$ cat src/rtl/us_tx_pkg.sv
// ----------------------------------------------------------------------------
// us_tx_pkg
//   Shared types and default widths for the beamforming Transmitter frame
//   sequencer (scanline_sequencer and its listen/watchdog timer).
//   Contents:
//     DW_*_DEF     default widths for angle, r_0, num_points and listen counter
//     seq_state_t  sequencer FSM state encoding
// ----------------------------------------------------------------------------
package us_tx_pkg;

    localparam int DW_ANGLE_DEF  = 8;
    localparam int DW_INPUT_DEF  = 8;
    localparam int DW_POINTS_DEF = 13;
    localparam int DW_LISTEN_DEF = 16;

    typedef enum logic [2:0] {
        IDLE,
        LOAD,
        FIRE,
        WAIT_TX,
        LISTEN,
        NEXT
    } seq_state_t;

endpackage

$ cat src/rtl/seq_listen_timer.sv
// ----------------------------------------------------------------------------
// seq_listen_timer
//   Loadable down-counter with a registered expiry pulse. After a load of V,
//   expire_o is high during the max(V,1)-th enabled cycle, so the owner can
//   treat it directly as "this is the last cycle of the interval".
//   Ports:
//     clk, rst      clock, synchronous active-high reset
//     load_i        load load_val_i (takes priority over counting)
//     load_val_i    interval length in cycles (0 behaves as 1)
//     en_i          count this cycle
//     expire_o      high during the last enabled cycle of the interval
// ----------------------------------------------------------------------------
module seq_listen_timer #(
    parameter int W = 16
) (
    input  logic         clk,
    input  logic         rst,
    input  logic         load_i,
    input  logic [W-1:0] load_val_i,
    input  logic         en_i,
    output logic         expire_o
);

    logic [W-1:0] cnt_q, cnt_d;
    logic         expire_q, expire_d;

    // The expiry flag is computed one cycle ahead: on load for 0/1-cycle
    // intervals, otherwise when the count passes through 2.
    always_comb begin
        cnt_d    = cnt_q;
        expire_d = 1'b0;
        if (load_i) begin
            cnt_d    = load_val_i;
            expire_d = (load_val_i <= W'(1));
        end else if (en_i) begin
            if (cnt_q != '0) begin
                cnt_d = cnt_q - W'(1);
            end
            expire_d = (cnt_q == W'(2));
        end
    end

    always_ff @(posedge clk) begin
        if (rst) begin
            cnt_q    <= '0;
            expire_q <= 1'b0;
        end else begin
            cnt_q    <= cnt_d;
            expire_q <= expire_d;
        end
    end

    assign expire_o = expire_q;

endmodule

$ cat src/rtl/scanline_sequencer.sv
// ----------------------------------------------------------------------------
// scanline_sequencer
//   Frame-level scheduler for the beamforming Transmitter. Sweeps the steering
//   angle from angle_start towards angle_stop in angle_step increments; for
//   each line it presents angle/r_0/num_points, pulses tx_initiate, waits for
//   tx_done, then holds a receive listen window.
//   Optional build macro: TX_TIMEOUT_EN adds a WAIT_TX watchdog that sets the
//   sticky error flag and returns to IDLE after TIMEOUT_CYCLES without tx_done.
//   Ports:
//     clk, rst                        clock, synchronous active-high reset
//     start, abort                    frame start pulse, abort level
//     angle_start/stop/step           sweep definition (latched on start)
//     r_0_cfg, num_points_cfg         per-line Transmitter settings
//     listen_cycles                   receive window after tx_done (0 = 1 cycle)
//     tx_done                         Transmitter line complete
//     tx_initiate, tx_angle,
//     tx_r_0, tx_num_points           Transmitter command interface
//     busy, line_idx                  status
//     line_done, frame_done           completion pulses
//     error                           sticky watchdog flag (0 without macro)
// ----------------------------------------------------------------------------
module scanline_sequencer
    import us_tx_pkg::*;
#(
    parameter int DW_ANGLE       = DW_ANGLE_DEF,
    parameter int DW_INPUT       = DW_INPUT_DEF,
    parameter int DW_POINTS      = DW_POINTS_DEF,
    parameter int DW_LISTEN      = DW_LISTEN_DEF,
    parameter int TIMEOUT_CYCLES = 4096
) (
    input  logic                 clk,
    input  logic                 rst,
    input  logic                 start,
    input  logic                 abort,
    input  logic [DW_ANGLE-1:0]  angle_start,
    input  logic [DW_ANGLE-1:0]  angle_stop,
    input  logic [DW_ANGLE-1:0]  angle_step,
    input  logic [DW_INPUT-1:0]  r_0_cfg,
    input  logic [DW_POINTS-1:0] num_points_cfg,
    input  logic [DW_LISTEN-1:0] listen_cycles,
    input  logic                 tx_done,
    output logic                 tx_initiate,
    output logic [DW_ANGLE-1:0]  tx_angle,
    output logic [DW_INPUT-1:0]  tx_r_0,
    output logic [DW_POINTS-1:0] tx_num_points,
    output logic                 busy,
    output logic [DW_ANGLE-1:0]  line_idx,
    output logic                 line_done,
    output logic                 frame_done,
    output logic                 error
);

    seq_state_t           state_q;
    logic [DW_ANGLE-1:0]  ang_start_q, ang_stop_q, ang_step_q;
    logic [DW_INPUT-1:0]  r0_q;
    logic [DW_POINTS-1:0] np_q;
    logic [DW_LISTEN-1:0] listen_q;
    logic [DW_ANGLE-1:0]  tx_angle_q, line_idx_q;
    logic [DW_INPUT-1:0]  tx_r_0_q;
    logic [DW_POINTS-1:0] tx_num_points_q;
    logic                 tx_initiate_q, frame_done_q;
    logic                 lst_expire;

    // One extra bit so a step past the top of the angle range terminates the
    // frame instead of wrapping back to a small angle.
    logic [DW_ANGLE:0]    nxt;
    assign nxt = {1'b0, tx_angle_q} + {1'b0, ang_step_q};

    // Not loaded on an abort cycle so no stale expiry can leak out as line_done.
    seq_listen_timer #(.W(DW_LISTEN)) u_listen (
        .clk        (clk),
        .rst        (rst),
        .load_i     ((state_q == WAIT_TX) && tx_done && !abort),
        .load_val_i (listen_q),
        .en_i       (state_q == LISTEN),
        .expire_o   (lst_expire)
    );

`ifdef TX_TIMEOUT_EN
    localparam int WD_W = $clog2(TIMEOUT_CYCLES + 1);
    logic wd_expire;
    logic error_q;

    // Armed in FIRE so it counts exactly the cycles spent in WAIT_TX.
    seq_listen_timer #(.W(WD_W)) u_watchdog (
        .clk        (clk),
        .rst        (rst),
        .load_i     (state_q == FIRE),
        .load_val_i (WD_W'(TIMEOUT_CYCLES)),
        .en_i       (state_q == WAIT_TX),
        .expire_o   (wd_expire)
    );
    assign error = error_q;
`else
    assign error = 1'b0;
`endif

    always_ff @(posedge clk) begin
        if (rst) begin
            state_q         <= IDLE;
            ang_start_q     <= '0;
            ang_stop_q      <= '0;
            ang_step_q      <= '0;
            r0_q            <= '0;
            np_q            <= '0;
            listen_q        <= '0;
            tx_angle_q      <= '0;
            line_idx_q      <= '0;
            tx_r_0_q        <= '0;
            tx_num_points_q <= '0;
            tx_initiate_q   <= 1'b0;
            frame_done_q    <= 1'b0;
`ifdef TX_TIMEOUT_EN
            error_q         <= 1'b0;
`endif
        end else begin
            tx_initiate_q <= 1'b0;
            frame_done_q  <= 1'b0;
            if (abort && (state_q != IDLE)) begin
                state_q <= IDLE;
            end else begin
                case (state_q)
                    IDLE: begin
                        // abort also blocks a start issued in the same cycle
                        if (start && !abort) begin
                            ang_start_q <= angle_start;
                            ang_stop_q  <= angle_stop;
                            ang_step_q  <= angle_step;
                            r0_q        <= r_0_cfg;
                            np_q        <= num_points_cfg;
                            listen_q    <= listen_cycles;
`ifdef TX_TIMEOUT_EN
                            error_q     <= 1'b0;
`endif
                            state_q     <= LOAD;
                        end
                    end
                    LOAD: begin
                        tx_angle_q      <= ang_start_q;
                        line_idx_q      <= '0;
                        tx_r_0_q        <= r0_q;
                        tx_num_points_q <= np_q;
                        tx_initiate_q   <= 1'b1;
                        state_q         <= FIRE;
                    end
                    FIRE: begin
                        state_q <= WAIT_TX;
                    end
                    WAIT_TX: begin
                        if (tx_done) begin
                            state_q <= LISTEN;
`ifdef TX_TIMEOUT_EN
                        end else if (wd_expire) begin
                            error_q <= 1'b1;
                            state_q <= IDLE;
`endif
                        end
                    end
                    LISTEN: begin
                        if (lst_expire) begin
                            state_q <= NEXT;
                        end
                    end
                    NEXT: begin
                        if ((ang_step_q == '0) || (nxt > {1'b0, ang_stop_q})) begin
                            frame_done_q <= 1'b1;
                            state_q      <= IDLE;
                        end else begin
                            tx_angle_q    <= nxt[DW_ANGLE-1:0];
                            line_idx_q    <= line_idx_q + 1'b1;
                            tx_initiate_q <= 1'b1;
                            state_q       <= FIRE;
                        end
                    end
                    default: state_q <= IDLE;
                endcase
            end
        end
    end

    assign tx_initiate   = tx_initiate_q;
    assign tx_angle      = tx_angle_q;
    assign tx_r_0        = tx_r_0_q;
    assign tx_num_points = tx_num_points_q;
    assign line_idx      = line_idx_q;
    assign busy          = (state_q != IDLE);
    assign line_done     = lst_expire && (state_q == LISTEN);
    assign frame_done    = frame_done_q;

endmodule

$ cat config.mk
export PLATFORM = sky130hd
export DESIGN_NAME = scanline_sequencer
export DESIGN_NICKNAME = d
export VERILOG_FILES = /design/src/rtl/us_tx_pkg.sv /design/src/rtl/seq_listen_timer.sv /design/src/rtl/scanline_sequencer.sv
export SDC_FILE = /design/constraint.sdc
export NUM_CORES = 1
export LEC_CHECK = 0
export CORE_ASPECT_RATIO = 1.2
export CORE_MARGIN = 2
export CORE_UTILIZATION = 51
export CTS_CLUSTER_SIZE = 28
export DETAILED_ROUTE_END_ITERATION = 10
export MAX_ROUTING_LAYER = met4
export PLACE_DENSITY = 0.76
export SLEW_MARGIN = 40
export SYNTH_ARGS = -nofsm -noshare
export SYNTH_HDL_FRONTEND = slang
export SYNTH_SLANG_ARGS = --single-unit
$ cat constraint.sdc
create_clock -name clk -period 4.2 [get_ports clk]
set_clock_uncertainty 0.1 [all_clocks]
set_input_delay 0.84 -clock clk [delete_from_list [all_inputs] [get_ports clk]]
set_output_delay 0.84 -clock clk [all_outputs]
set_load 0.005 [all_outputs]
==> flow_metrics.py, run 1 <==
metrics = {
    "floorplan": {
        "dieHeight_um": 116,
        "start_util": 0.527,
        "die_x_um": 97.3,
        "placementRows": 40,
        "dieArea_sq_um": 11300,
        "core_region_area_sq_um": 10100,
        "io-pin-count": 108,
    },
    "clocking": {
        "root_buffer": "clkbuf_16",
        "postCtsSetupBuffers": 0,
        "clock_latency_ps": 400,
        "clk_pin_slew_worst_paths_ps": 60,
        "cts_buffers": 17,
        "cts_tree": "yes",
        "cts.path.max_buffers": 2,
        "cts_resized": 0,
        "cts.sink_count": 120,
        "holdBufCountCts": 0,
        "htreeDepth": 4,
    },
    "placement": {
        "dp_hpwl_um": 9060,
        "finalWeightedCongestion": 0.857,
        "post-place-cells": 868,
        "post_dp_cell_area_sq_um": 6460,
        "post-place-ws_ps": 380,
        "placement.io_buffers": 106,
    },
    "drt": {
        "wl_per_cell_um": 15.2,
        "drtIter0Drc": 270,
        "ant_nets": 0,
        "drc": 0,
        "drt_pass1_iterations": 5,
        "vias": 4996,
        "wirelength_um": 13700,
        "vias_per_cell": 5.54,
    },
    "setup_path": {
        "crit-reg2reg-launch": "tx_angle[0]",
        "path_cells": "ha_1 > fa_1 > a211oi_2 > o21bai_1 > a21oi_1 > xnor2_1 > ha_1 > and4_1 > a21boi_0 > o41ai_1 > buf_4 > and3_1 > nand4b_1 > o31ai_1",
        "crit_end": "line_idx[6]",
        "worstPathArrival_ps": 4040,
        "r2r-end": "line_idx[6]",
        "critPathMostFrequentCell": "ha_1",
        "crit_slowest_cell": "fa_1",
        "reg2regPathDepth": 14,
        "max_stage_delay_ps": 450,
        "crit_path_end_kind": "flip-flop",
        "cp.required_ps": 4410,
        "critPathKind": "reg -> reg",
        "r2r_setup_slack_ps": 370,
        "cp-start-kind": "flip-flop",
        "crit_start": "tx_angle[0]",
        "crit_path_max_fanout": 7,
    },
    "synth": {
        "yosysTopAreaCell": "dfxtp_1",
        "synth_edf_count": 0,
        "synthFlopType": "dfxtp_1",
        "synth-seq-cells": 120,
        "ys_types": 57,
        "syn_avg_cell_area_sq_um": 7.98,
        "ys_warn_count": 0,
        "synth.area.top_cells": "dfxtp_1 45%, nand2_1 12%, a21oi_1 9.4%, ha_1 4.5%, clkbuf_1 2.6%",
        "synth.top_cell.area_share": 0.451,
        "postSynthCellCount": 668,
        "ys_seq_area_frac": 0.451,
        "synth_fp_nets": 754,
        "async_flop_share": 0,
        "synth.cell_area_sq_um": 5330,
    },
    "power_and_ir_drop": {
        "p_sw_w": 0.000674,
        "p_leak_nw": 2.59,
        "vdd_drop_max_mv": 0.255,
        "intPower_w": 0.00218,
        "power_frac_comb": 0.094,
        "p_clk_frac": 0.485,
        "swShare": 0.236,
        "power_w": 0.00285,
        "power_frac_seq": 0.421,
        "cellPowerDensity_nw_per_um2": 405,
    },
    "global_routing": {
        "grt_pass1_vias": 4771,
        "grt_max_degree": 74,
        "grt_pass1_wl_um": 22200,
        "antenna_found_initial": 0,
        "grt_overflow": 0,
        "grt_use_total": 0.249,
    },
    "timing": {
        "fmax_ghz": 0.261,
        "setup_viol": 0,
        "finalCritPeriodShare": 0.912,
        "worst_pin_slew_ps": 799,
        "rsz0062_at_grt": "no",
        "final_hold_viol_count": 0,
        "slew_headroom": 0.467,
        "setup_slack_ps": 368,
        "finalSetupTns_ps": 0,
        "final_max_slew_viol_count": 0,
        "period_needed_ps": 3830,
    },
    "run": {
        "max_cap_viol_count": 0,
    },
    "layout": {
        "final_cells": 901,
        "design_area_sq_um": 7030,
        "diodes": 0,
        "drive_gt1_frac": 0.0697,
        "nFillCells": 825,
        "area_growth_pct": 32.0,
        "nets": 848,
    },
    "run_status": {
        "status": "finished, final reports clean",
    },
    "worst_hold_path": {
        "hp-class": "reg -> reg",
    },
}
-- power by group through the flow --
stage | sequential, W | combinational (W) | clock [W]
4_1_cts | 0.00120 | 0.000269 | 0.00140
3_3_place_gp | 0.00122 | 0.000259 | 0
5_1_grt | 0.00120 | 0.000295 | 0.00145
3_5_place_dp | 0.00122 | 0.000267 | 0
6_report | 0.00120 | 0.000269 | 0.00138
2_1_floorplan | 0.00121 | 0.000147 | 0
-- cells in the mapped netlist, types with 2 or more instances --
master / n
a21o_1: 2
nor3_1: 18
nand4_1: 3
nand3_1: 10
or3_1: 2
clkbuf_1: 37
a31oi_1: 6
o21ai_0: 18
a211oi_1: 14
inv_1: 12
nor3b_1: 5
o21bai_1: 3
a21oi_1: 100
nand3b_1: 4
nor2b_1: 6
or4_1: 4
nor2_1: 35
ha_1: 19
nand2_1: 173
nand2b_1: 7
mux2i_1: 7
o41ai_1: 2
a221oi_1: 3
o31ai_1: 2
xnor2_1: 10
buf_2: 2
o211ai_1: 2
dfxtp_1: 120
and3_1: 8
nor4_1: 6
a22oi_1: 2
-- routing by layer --
metal	track usage	vias up	part of all wire
li1	-	2503	-
met1	0.282	2339	0.43
met2	0.435	135	0.51
met3	0.0537	19	0.044
met4	0.0963	0	0.017
met5	-	-	0
-- area by class of cell --
type                       count  area [sq um]  area share
inverter                      12          45.0     0.00640
sequential                   120          2400       0.342
tap                          126           158      0.0224
timing repair buffer         115          1130       0.160
clock inverter                13           130      0.0185
clock buffer                  19           433      0.0615
multi-input combinational    496          2740       0.390
-- stage by stage --
step                hold slack (ps)   util
CTS                             354  0.695
finish                          353  0.696
floorplan                       332      -
global placement                336  0.639
global route                    374  0.696
detailed placement              346  0.639
-- cells in the final DEF (no fill, tap or decap), types with 2 or more instances in the layout --
master / Yosys / final
nor2b_1: 6 / 6
nand3_1: 10 / 9
o211ai_1: 2 / 2
nor3b_1: 5 / 5
mux2i_1: 7 / 7
a21oi_1: 100 / 100
clkdlybuf4s50_1: 0 / 105
a211oi_1: 14 / 13
o31ai_1: 2 / 2
xnor2_1: 10 / 10
bufinv_16: 0 / 2
buf_4: 1 / 10
o21bai_1: 3 / 3
clkbuf_16: 0 / 17
nor3_1: 18 / 18
a21o_1: 2 / 2
nand2_1: 173 / 173
clkinvlp_4: 0 / 3
a221oi_1: 3 / 3
and3_1: 8 / 7
nand3b_1: 4 / 4
clkinv_2: 0 / 6
inv_1: 12 / 12
a31oi_1: 6 / 6
a211oi_2: 1 / 2
or3_1: 2 / 2
dfxtp_1: 120 / 120
a22oi_1: 2 / 2
or4_1: 4 / 4
nor4_1: 6 / 6
ha_1: 19 / 19
nor2_1: 35 / 35
nand2b_1: 7 / 6
nand4_1: 3 / 3
o41ai_1: 2 / 2
clkbuf_1: 37 / 2
o21ai_0: 18 / 18
-- sequential cells by signal (all words and copies together) (netlist names) --
register and count:
u_listen.expire_o 1, tx_angle 8, ang_stop_q 8, ang_start_q 8, u_listen.cnt_q 16, tx_initiate 1, tx_num_points 13, ang_step_q 8
r0_q 8, line_idx 8, listen_q 16, state_q 3, frame_done 1, tx_r_0 8, np_q 13
-- critical path, delay by kind of cell, from the launching register on --
| family | cells | cell delay (ps) |
|---|---|---|
| xor gates and xnor gates | 1 | 180 |
| buffers and inverters | 1 | 180 |
| AOI/OAI and AO/OA | 6 | 1290 |
| and+or+nand+nor | 3 | 680 |
| adders and majority gates | 3 | 970 |
| DFF | 1 | 330 |
-- kinds of logic after synthesis --
| family | after synthesis | synth area share |
|---|---|---|
| flip-flops | 120 | 0.451 |
| other | 1 | 0.000704 |
| multiplexers | 8 | 0.0153 |
| AND/OR/NAND/NOR | 293 | 0.251 |
| XOR/XNOR | 11 | 0.0181 |
| AO/OA/AOI/OAI | 163 | 0.178 |
| adder cells (fa/ha/maj) | 20 | 0.0484 |
| buffers and inverters | 52 | 0.0378 |
-- how the worst min path moves through the flow --
stage / startpoint / cells past startpoint / slack, ps / endpoint
after global routing: ang_stop_q[4] / 2 / 370 / ang_stop_q[4]
final: r0_q[7] / 2 / 350 / tx_r_0[7]
after detailed placement: r0_q[0] / 2 / 350 / tx_r_0[0]
after global placement: r0_q[2] / 2 / 340 / tx_r_0[2]
after floorplan: np_q[0] / 2 / 330 / tx_num_points[0]
after CTS: np_q[3] / 2 / 350 / np_q[3]
(Power assumes the default switching activity.)
==> run 2, diff against run 1 <==
--- a/config.mk
+++ b/config.mk
@@ -10,6 +10,7 @@
 export CORE_UTILIZATION = 51
 export CTS_CLUSTER_SIZE = 28
 export DETAILED_ROUTE_END_ITERATION = 10
+export HOLD_SLACK_MARGIN = 0.06
 export MAX_ROUTING_LAYER = met4
 export PLACE_DENSITY = 0.76
 export SLEW_MARGIN = 40
==> results of run 2 <==
No change in the layout: final DEF, timing and power equal those of run 1.
